## src/rtl/sub_8bit_pipe_if.sv

```systemverilog
// Streaming handshake bundle for the pipelined 8-bit subtractor.
// Upstream drives A/B/in_valid; downstream drives out_ready.
interface sub_8bit_pipe_if;
    logic [7:0] A;
    logic [7:0] B;
    logic       in_valid;
    logic       in_ready;
    logic [8:0] Diff;
    logic       Zero;
    logic       out_valid;
    logic       out_ready;

    modport master (
        output A,
        output B,
        output in_valid,
        output out_ready,
        input  in_ready,
        input  Diff,
        input  Zero,
        input  out_valid
    );

    modport slave (
        input  A,
        input  B,
        input  in_valid,
        input  out_ready,
        output in_ready,
        output Diff,
        output Zero,
        output out_valid
    );
endinterface

```

## src/rtl/sub_8bit_pipe.sv

```systemverilog
// Two-stage signed 8-bit subtractor, Diff = A - B as 9-bit two's complement.
// Low nibble (with carry) is added in stage 1, sign-extended high nibble in stage 2.
module sub_8bit_pipe (
    input  logic           clk,
    input  logic           rst_n,
    sub_8bit_pipe_if.slave bus
);
    logic       s1_valid_q;
    logic [3:0] lo_q;
    logic       c4_q;
    logic [3:0] a_hi_q;
    logic [3:0] nb_hi_q;

    logic       out_valid_q;
    logic [8:0] diff_q;
    logic       zero_q;

    logic [7:0] nb;
    logic [4:0] lo_sum;
    logic [4:0] hi_sum;
    logic [8:0] diff_d;
    logic       s2_ready;
    logic       s1_adv;
    logic       accept;

    always_comb begin
        nb       = ~bus.B;
        lo_sum   = {1'b0, bus.A[3:0]} + {1'b0, nb[3:0]} + 5'd1;
        hi_sum   = {a_hi_q[3], a_hi_q} + {nb_hi_q[3], nb_hi_q} + {4'b0000, c4_q};
        diff_d   = {hi_sum, lo_q};
        s2_ready = !out_valid_q || bus.out_ready;
        s1_adv   = s1_valid_q && s2_ready;
        // in_ready depends only on state and out_ready, never on in_valid
        accept   = bus.in_valid && (!s1_valid_q || s2_ready);
    end

    always_ff @(posedge clk or negedge rst_n) begin
        if (!rst_n) begin
            s1_valid_q <= 1'b0;
            lo_q       <= 4'h0;
            c4_q       <= 1'b0;
            a_hi_q     <= 4'h0;
            nb_hi_q    <= 4'h0;
        end else if (accept) begin
            s1_valid_q <= 1'b1;
            lo_q       <= lo_sum[3:0];
            c4_q       <= lo_sum[4];
            a_hi_q     <= bus.A[7:4];
            nb_hi_q    <= nb[7:4];
        end else if (s1_adv) begin
            s1_valid_q <= 1'b0;
        end
    end

    always_ff @(posedge clk or negedge rst_n) begin
        if (!rst_n) begin
            out_valid_q <= 1'b0;
            diff_q      <= 9'h000;
            zero_q      <= 1'b0;
        end else if (s1_adv) begin
            out_valid_q <= 1'b1;
            diff_q      <= diff_d;
            zero_q      <= (diff_d == 9'h000);
        end else if (bus.out_ready) begin
            out_valid_q <= 1'b0;
        end
    end

    assign bus.in_ready  = !s1_valid_q || s2_ready;
    assign bus.out_valid = out_valid_q;
    assign bus.Diff      = diff_q;
    assign bus.Zero      = zero_q;
endmodule

```

## src/flat_wrapper.sv

```systemverilog
// flat-port wrapper written by rule: the top's interface ports become plain ports
module sub_8bit_pipe_flat 
  (clk, rst_n, bus_A, bus_B, bus_in_valid, bus_out_ready, bus_in_ready, bus_Diff, bus_Zero, bus_out_valid);
  sub_8bit_pipe_if bus_i ();
  input  logic clk;
  input  logic rst_n;
  input wire logic [$bits(bus_i.A)-1:0] bus_A;
  input wire logic [$bits(bus_i.B)-1:0] bus_B;
  input wire logic [$bits(bus_i.in_valid)-1:0] bus_in_valid;
  input wire logic [$bits(bus_i.out_ready)-1:0] bus_out_ready;
  output wire logic [$bits(bus_i.in_ready)-1:0] bus_in_ready;
  output wire logic [$bits(bus_i.Diff)-1:0] bus_Diff;
  output wire logic [$bits(bus_i.Zero)-1:0] bus_Zero;
  output wire logic [$bits(bus_i.out_valid)-1:0] bus_out_valid;
  assign bus_i.A = bus_A;
  assign bus_i.B = bus_B;
  assign bus_i.in_valid = bus_in_valid;
  assign bus_i.out_ready = bus_out_ready;
  assign bus_in_ready = bus_i.in_ready;
  assign bus_Diff = bus_i.Diff;
  assign bus_Zero = bus_i.Zero;
  assign bus_out_valid = bus_i.out_valid;
  sub_8bit_pipe u_core (.clk(clk), .rst_n(rst_n), .bus(bus_i));
endmodule
```

## config.mk

```make
export PLATFORM = sky130hd
export DESIGN_NAME = sub_8bit_pipe_flat
export DESIGN_NICKNAME = d
export VERILOG_FILES = /design/src/rtl/sub_8bit_pipe_if.sv /design/src/rtl/sub_8bit_pipe.sv /design/src/flat_wrapper.sv
export SDC_FILE = /design/constraint.sdc
export NUM_CORES = 1
export LEC_CHECK = 0
export BUFFER_PORTS_ARGS = -buffer_cell sky130_fd_sc_hd__buf_2
export CORE_ASPECT_RATIO = 0.75
export CORE_MARGIN = 2
export CORE_UTILIZATION = 51
export DETAILED_ROUTE_END_ITERATION = 12
export PLACE_DENSITY = 0.78
export SYNTH_ARGS = -nofsm -noshare
export SYNTH_HDL_FRONTEND = slang
export SYNTH_SLANG_ARGS = --single-unit
```

## constraint.sdc

```tcl
create_clock -name clk -period 2.5 [get_ports clk]
set_clock_uncertainty 0.2 [all_clocks]
set_input_delay 0 -clock clk [delete_from_list [all_inputs] [get_ports clk]]
set_output_delay 0 -clock clk [all_outputs]
set_load 0.005 [all_outputs]
```

==> Yosys cells after proc, flatten, opt, wreduce, memory -nomap -nowiden <==
Cells that the tools add are included.
{ "word_totals": {"register_bits": 25, "inputBits": 20, "out_inout_bits": 12} }
{ "classes": {"add_sub_neg": 4, "mux": 4, "n_bitwise": 1, "reduce_logical": 9} }
{ "op_table": {"columns": ["op", "n"], "rows": [
  ["$add 4x4->5", 2],
  ["$logic_not 9->1", 1],
  ["$not 8->8", 1],
  ["$add 5x1->5", 1],
  ["$add 5x1->5 const B", 1],
  ["$mux 1", 4],
  ["$reduce_bool 2->1", 2],
  ["$logic_and 1x1->1", 2],
  ["$logic_not 1->1", 2],
  ["$logic_or 1x1->1", 2]
]} }

==> Depth between registers and ports, before layout <==
{ "logic_depth": {"word_depth": 5, "depth_mapped": 7, "mapped_depth_nobuf": 7} }

==> Worst setup path after synthesis <==
OpenSTA, ideal clock, no wires.
{ "synth_path": {"kind": "reg2reg", "from": "register u_core.nb_hi_q[0]", "to": "register u_core.zero_q (netlist: u_core.bus.Zero)", "setup_time_ps": 67, "arrival_time_ps": 1887, "path_slack_ps": 345, "stages_incl_launch_ff": 7, "cell_sequence": "dfrtp_1 fa_1 inv_1 fa_1 or4b_1 nor4_2 a32o_1"} }
{ "synth_via": {"elab_chain_len": 3} }
{ "synth_lines": {"columns": ["element", "line", "rtl"], "rows": [
  ["start, declared", "sub_8bit_pipe.sv:12", "logic [3:0] nb_hi_q;"],
  ["start signal, assigned", "sub_8bit_pipe.sv:49", "nb_hi_q <= nb[7:4];"],
  ["$add 4x4->5", "sub_8bit_pipe.sv:29", "hi_sum = {a_hi_q[3], a_hi_q} + {nb_hi_q[3], nb_hi_q} + {4'b0000, c4_q};"],
  ["$add 5x1->5", "sub_8bit_pipe.sv:29", null],
  ["$logic_not 9->1", "sub_8bit_pipe.sv:63", "zero_q <= (diff_d == 9'h000);"],
  ["end signal, assigned", "sub_8bit_pipe.sv:63", null],
  ["end, declared", "sub_8bit_pipe.sv:16", "logic zero_q;"]
]} }
Every way passes these cells.
A chain may end at the register's enable or synchronous reset.

==> Final worst setup path <==
{ "layout_path": {"from": "register u_core.a_hi_q[0]", "to": "register u_core.zero_q (netlist: u_core.bus.Zero)"} }
{ "layout_via": {"elab_chain_len": 3} }
{ "layout_lines": {"columns": ["element", "line", "rtl"], "rows": [
  ["start, declared", "sub_8bit_pipe.sv:11", "logic [3:0] a_hi_q;"],
  ["start signal, assigned", "sub_8bit_pipe.sv:48", "a_hi_q <= bus.A[7:4];"],
  ["$add 4x4->5", "sub_8bit_pipe.sv:29", null],
  ["$add 5x1->5", "sub_8bit_pipe.sv:29", null],
  ["$logic_not 9->1", "sub_8bit_pipe.sv:63", null]
]} }
Every way passes these cells.

==> impl_results.md <==
* Outcome: completed
* DRT Pass-1 Iters at 4
* Placed inst area at between 1000 and 1500 um2
* Unrepaired setup endpoints after global routing: false
* Cells after Synth at 107
* Yosys warning total at 0
* Final Cell Area at ~1600 um2
* R2R depth at 6
* Crit path depth at 6
* Slew headroom at roughly 51%
* Final wirelength at roughly 2500 um
* Power, Total at ~1.1 mW
* Ant diodes at 0
* Routability congestion estimate at between 0.7 and 0.8
* Number of H-tree levels at 1
* Total power per unit cell area at around 660 nW/um2
* Share of cells above drive strength 1 at between 20% and 30%
* Sequential area share after synthesis at between 50% and 60%
* Most frequent cells in the layout: buf_2 (31), dfrtp_1 (25), dlygate4sd3_1 (21)
* Total core area at between 2000 and 2500 um2
* Die width at between 60 and 70 um
* Max-Cap Viols at 0
* Max FO, Critical Path at 2
* Initial antenna violation count at 0
* Commonest non-fill, non-tap cell in the layout: buf_2
* Top cells by area, synth: dfrtp_1 (52%), ha_1 (7.2%), mux2_1 (6.5%), fa_1 (5.0%), o21ai_1 (5.0%)
* Avg Vias per Cell at 4.83
* Synth Net Count at roughly 140
* Pleak at ~0.80 nW
* Internal reg-to-reg setup slack at 0.22 ns
* Total Routing Usage GR at roughly 20%
* Layout Utilization at 72.0%
* Maximum VDD drop at 0.000423 V
* Final Instance Count excl. Fillers at about 190
* CTS tree: built
* Synth top area share at 51.7%
* Endpoints failing setup at 0
* # clock sinks at 25
* CP Cell Sequence: fa_1, inv_1, fa_1, or4b_1, nor4_2, a32o_1
* Slowest cell on the critical path: fa_1
* Worst Setup EP: u_core.bus.Zero
* Io pins at 32
* Classification of the worst setup path: reg2reg
* Via Count at between 900 and 1000
* Final min period at 2.28 ns
* DRC at 0
* First-pass GRT wire length at between 3000 and 4000 um
* Clk slew on worst S/H paths at 0.14 ns
* Crit-path leading delay family: adder cells
* Initial Util at between 50% and 60%
* Nets at around 190
* CP startpoint: u_core.a_hi_q[0]
* Setup Fix Bufs, Post-CTS at 0
* Root buf cell: clkbuf_4
* Synth area leader: dfrtp_1
* Hold WC Path Type: in2reg
* FF-to-FF End: u_core.bus.Zero
* Seq cells post-synth at 25
* CP most frequent cell: fa_1
* Antenna-violating nets left at 0
* Cts repair resizes at 0
* Slew Limit Fails at 0
* CTS max path bufs at 2
* Critical R2R Launch: u_core.a_hi_q[0]
* Cell Rows at 15
* Mapped cell area at approximately 1200 um2
* Crit path buf inv count at 1
* Largest net degree at the start of global routing at 23
* DP HPWL at between 1500 and 2000 um
* Buffers on Ports at 31
* Initial DRC Count at 16
* CP Capture Type: flip-flop
* Critical Path RT at roughly 2.6 ns
* Drt wl/cell at 12.8 um
* GR Overflow Total at 0
* Setup TNS at 0 ns
* Vias in the first global route at approximately 940
* Num CTS Buffers at 3
* Final Hold Viols at 0
* Dpl cells at about 170
* Tcrit/Tclk final at 91.4%
* Die H at about 46 um
* Unique masters post-synth at 25
* CTS Hold Bufs at 21
* Mean Syn Cell Area at ~11 um2
* Die area at roughly 2800 um2
* Worst-Skew Late Latency at around 0.33 ns
* CP startpoint kind: flip-flop
* Critical path arrival at roughly 2.4 ns
* Max Freq at roughly 440 MHz
* Syn-to-layout area delta at 34.9%
* Crit-path max cell delay at about 0.5 ns
* Slew @ Worst Pin at approximately 0.73 ns
==> cell usage after synthesis, drive strengths merged <==
cell    instances
a21oi           2
a21boi          1
nand3b          1
nand2b          3
buf             3
o21ai          14
nand2          15
nor4            1
inv            10
a32o            1
xor2            3
mux2            9
nor2b           2
o31ai           1
fa              3
dfrtp          25
nor3b           1
a21o            1
ha              7
nand3           1
mux2i           1
or4b            1
nor3            1
==> worst min path at each step <==
stage / from / depth (start not counted) / endpoint
2_1_floorplan: rst_n / 0 / u_core.a_hi_q[0]
3_3_place_gp: rst_n / 1 / u_core.bus.Diff[7]
3_5_place_dp: rst_n / 1 / u_core.s1_valid_q
4_1_cts: bus_B[2] / 5 / u_core.lo_q[2]
5_1_grt: bus_B[3] / 5 / u_core.c4_q
6_report: bus_B[2] / 5 / u_core.lo_q[3]
==> cells by family after synthesis <==
group / after synthesis / synth area share [%]
compound gates: 20 / 9.30
xor+xnor: 3 / 2.17
fa+ha+maj: 10 / 12.2
buf+inv: 13 / 4.34
flops: 25 / 51.7
mux: 10 / 9.19
simple gates: 26 / 11.2
==> through the flow <==
stage	worst slack, ns	hold WS [ns]
floorplan	0.345	-0.496
global placement	0.305	-0.193
detailed placement	0.232	-0.187
CTS	0.213	0.00934
global route	0.124	0.0449
finish	0.215	0.0310
==> report_power, final <==
part | switching, mW | total (mW) | internal, mW
clock network | 0.123 | 0.184 | 0.0613
logic | 0.164 | 0.342 | 0.177
registers | 0.0549 | 0.549 | 0.494
==> final cells by class <==
class	instances	area, um2
Timing Repair Buffer	52	365
Sequential cell	25	626
Tap cell	34	42.5
Clock buffer	3	22.5
Clock inverter	1	7.51
Multi-Input combinational cell	69	533
Inverter	10	37.5
Fill cell	191	637
==> layer usage <==
metal | vias to the layer above | wire (um) | track usage [%]
li1 | 468 | - | -
met1 | 434 | 1090 | 24.7
met2 | 28 | 1220 | 34.1
met3 | 7 | 129 | 6.46
met4 | 0 | 53 | 5.33
met5 | - | 0 | 0
==> tightest hold or removal path, stage by stage <==
cell and delay [ns]:
buf_2 0.09, inv_1 0.05, ha_1 0.15, nor3b_1 0.05
o31ai_1 0.18
==> flip-flops by register name, summed over array words and instances, names as in the netlist <==
register	count
u_core.bus.out_valid	1
u_core.a_hi_q	4
u_core.bus.Zero	1
u_core.bus.Diff	9
u_core.nb_hi_q	4
u_core.s1_valid_q	1
u_core.lo_q	4
u_core.c4_q	1
No activity file was read; power rests on OpenSTA's default activity.
